### config.mk
export PLATFORM = sky130hd
export DESIGN_NAME = register_16
export DESIGN_NICKNAME = d
export VERILOG_FILES = /design/src/rtl/register_16.sv
export SDC_FILE = /design/constraint.sdc
export NUM_CORES = 1
export LEC_CHECK = 0
export ABC_AREA = 1
export CORE_UTILIZATION = 32
export CTS_CLUSTER_SIZE = 20
export DETAILED_ROUTE_END_ITERATION = 12
export PLACE_DENSITY = 0.8
export SETUP_SLACK_MARGIN = 0.3
export SLEW_MARGIN = 20
export SYNTH_ARGS = -nofsm -noshare
export SYNTH_HDL_FRONTEND = slang
export SYNTH_SLANG_ARGS = --single-unit
### constraint.sdc
create_clock -name clk -period 1.4 [get_ports clk]
set_input_delay 0.28 -clock clk [delete_from_list [all_inputs] [get_ports clk]]
set_output_delay 0.28 -clock clk [all_outputs]
set_load 0.05 [all_outputs]
### src/rtl/register_16.sv
// register_16: parameterizable synchronous data register.
// DEPTH cascaded stages of WIDTH bits.
// Each stage loads RESET_VALUE on a reset edge, otherwise it shifts forward by one stage.
// The output q comes straight from the last stage, so there is no combinational path from d to q.
module register_16 #(
  parameter int               WIDTH       = 16,
  parameter int               DEPTH       = 1,
  parameter logic [WIDTH-1:0] RESET_VALUE = '0
) (
  input  logic             clk,
  input  logic             reset,
  input  logic [WIDTH-1:0] d,
  output logic [WIDTH-1:0] q
);

  // Stage storage: r_stage[0] is nearest d, r_stage[DEPTH-1] drives q.
  logic [WIDTH-1:0] r_stage [DEPTH];

  // First stage captures the input word every edge unless reset is high.
  always_ff @(posedge clk) begin
    if (reset) begin
      r_stage[0] <= RESET_VALUE;
    end else begin
      r_stage[0] <= d;
    end
  end

  // Remaining stages each take the previous stage's word.
  // A reset clears every in-flight stage on the same edge.
  for (genvar gi = 1; gi < DEPTH; gi++) begin : g_stage
    // Shift stage gi-1 into stage gi.
    always_ff @(posedge clk) begin
      if (reset) begin
        r_stage[gi] <= RESET_VALUE;
      end else begin
        r_stage[gi] <= r_stage[gi-1];
      end
    end
  end

  assign q = r_stage[DEPTH-1];

endmodule

==> impl_results.md <==
* Worst Tran Pin Value at 161 ps
* Routed length per instance at 7.48 um
* Final GP Congestion at 0.514
* Final max-slew violation count at 0
* #FFs+latches synth at 16
* Vias in the first global route at 288
* CTS buffer count at 3
* Top Registers: r_stage (16)
* Global-route wire length before repair at 1140 um
* Area growth syn-to-layout at 108%
* Synthesis warning total at 0
* Die Span Y at 40.5 um
* Fmax at 949 MHz
* Cell family with most CP delay: flip-flops
* Ant diodes at 0
* Io pins at 34
* Routed WL at 748 um
* Number of port buffers at 33
* PwrDens at 986 mW/mm^2
* Setup Buffers After CTS at 0
* Hpwl dp at 666 um
* DRT iter0 DRCs at 1
* Total grt overflow at 0
* CP max stage cell: dfxtp_1
* Worst vdd ir at 0.659 mV
* Syn Inst Count at 50
* Die Width at 40.5 um
* Fin area at 987 sq um
* Final worst path period share at 75.2%
* Crit path DAT at 770 ps
* Register area share after synthesis at 67.5%
* HP Class: in2reg
* Setup TNS at 0 ps
* Fillers at 93
* RSZ-0062 raised after global routing: false
* Kind of critical path: reg2out
* Reg with most FFs: r_stage
* Synth Cell Area at 474 sq um
* Post-CTS Hold Fix Bufs at 0
* Multi-input logic area at 67.6 sq um
* Vias/cell at 3.81
* CP required at 1120 ps
* Max incr delay on CP at 360 ps
* Routed via count at 381
* Post-route antenna net violation count at 0
* Avg Inst Size Synth at 9.48 sq um
* H-tree depth at 1
* Root Driver: clkbuf_4
* Pin count of the biggest net entering global routing at 17
* Buf/Inv on CP at 1
* Critical-path cell list: buf_12
* Die ar. at 0.00164 sq mm
* Status: completed
* Initial Utilization at 35.6%
* CP Launch Type: flip-flop
* Mapped Nets at 68
* Worst-path fanout max at 1
* CP endpoint kind: primary output
* Row count at 13
* Library cells used by synthesis at 6
* Sink Count at 16
* Nets at 105
* Max-Cap Viols at 0
* Clock tree buffer depth at 2
* Final setup vio count at 0
* Static Leak at 0.475 nW
* Post-route minimum period at 1050 ps
* Clock transition at path regs at 80 ps
* Sequential cell area at 320 sq um
* Final hold vios at 0
* Fraction of layout cells with a size suffix above 1 at 27.1%
* DR DRC count at 0
* Area after DPL at 965 sq um
* Core box area at 0.00133 sq mm
* Drt pass-1 iters at 3
* Number of gates resized after CTS at 0
* Total GRT Usage at 10.8%
* Max reg flops at 16
* Initial antenna violation count at 0
* CTS tree: built
* Slew headroom at 89.2%
-- Yosys cell counts --
library cell  instances  area [sq um]
dfxtp_1              16           320
inv_1                16          60.1
buf_8                 1          15.0
nor2_1               13          48.8
nor2_2                3          18.8
buf_6                 1          11.3
-- metrics by stage --
stage / hold WS [ps] / setup WS (ps) / utilization (%) / power [mW] / std cells
floorplan: 387 / 533 / - / 0.614 / 50
global placement: 727 / 284 / 72.3 / 0.768 / 97
detailed placement: 727 / 272 / 72.3 / 0.770 / 97
CTS: 512 / 333 / 74.0 / 0.985 / 100
global route: 513 / 306 / 74.0 / 1.02 / 100
finish: 517 / 347 / 74.0 / 0.973 / 100
-- logic make-up after synthesis --
kind of cell           Yosys count  share of synthesized area (%)
AND/OR/NAND/NOR                 16                           14.2
flip-flops                      16                           67.5
buffers and inverters           18                           18.2
-- metal layers --
metal	track usage (%)	vias up	routed length [um]
li1	-	204	-
met1	12.5	153	288
met2	17.5	24	365
met3	3.89	0	94
met4	5.00	0	0
met5	0	-	0
-- worst paths after layout --
kind	startpoint	endpoint	slack [ps]	depth (start not counted)
worst max-delay path	r_stage[0][2]	q[2]	350	1
worst min-delay path	d[0]	r_stage[0][0]	520	3
-- cell usage in the layout, fill, tap and decap left out --
cell type        instances
dfxtp_1                 16
buf_4                    1
nor2_2                   3
clkbuf_4                 3
inv_1                   16
clkdlybuf4s50_1         17
buf_12                  16
nor2_1                  13
-- layout make-up --
type | instances | area share (%)
repair buffers | 34 | 50.4
flip-flops and latches | 16 | 32.4
multi-input cells | 16 | 6.84
inverters | 16 | 6.08
clock buffers | 3 | 2.28
well taps | 15 | 1.90
-- report_power, final --
group / total, mW / internal, mW / switching, mW / leakage (nW)
Combinational: 0.258 / 0.141 / 0.117 / 0.328
Clock: 0.216 / 0.0992 / 0.117 / 0.0138
Sequential: 0.499 / 0.480 / 0.0190 / 0.133
Note: power is estimated with default switching activity, not from simulation.
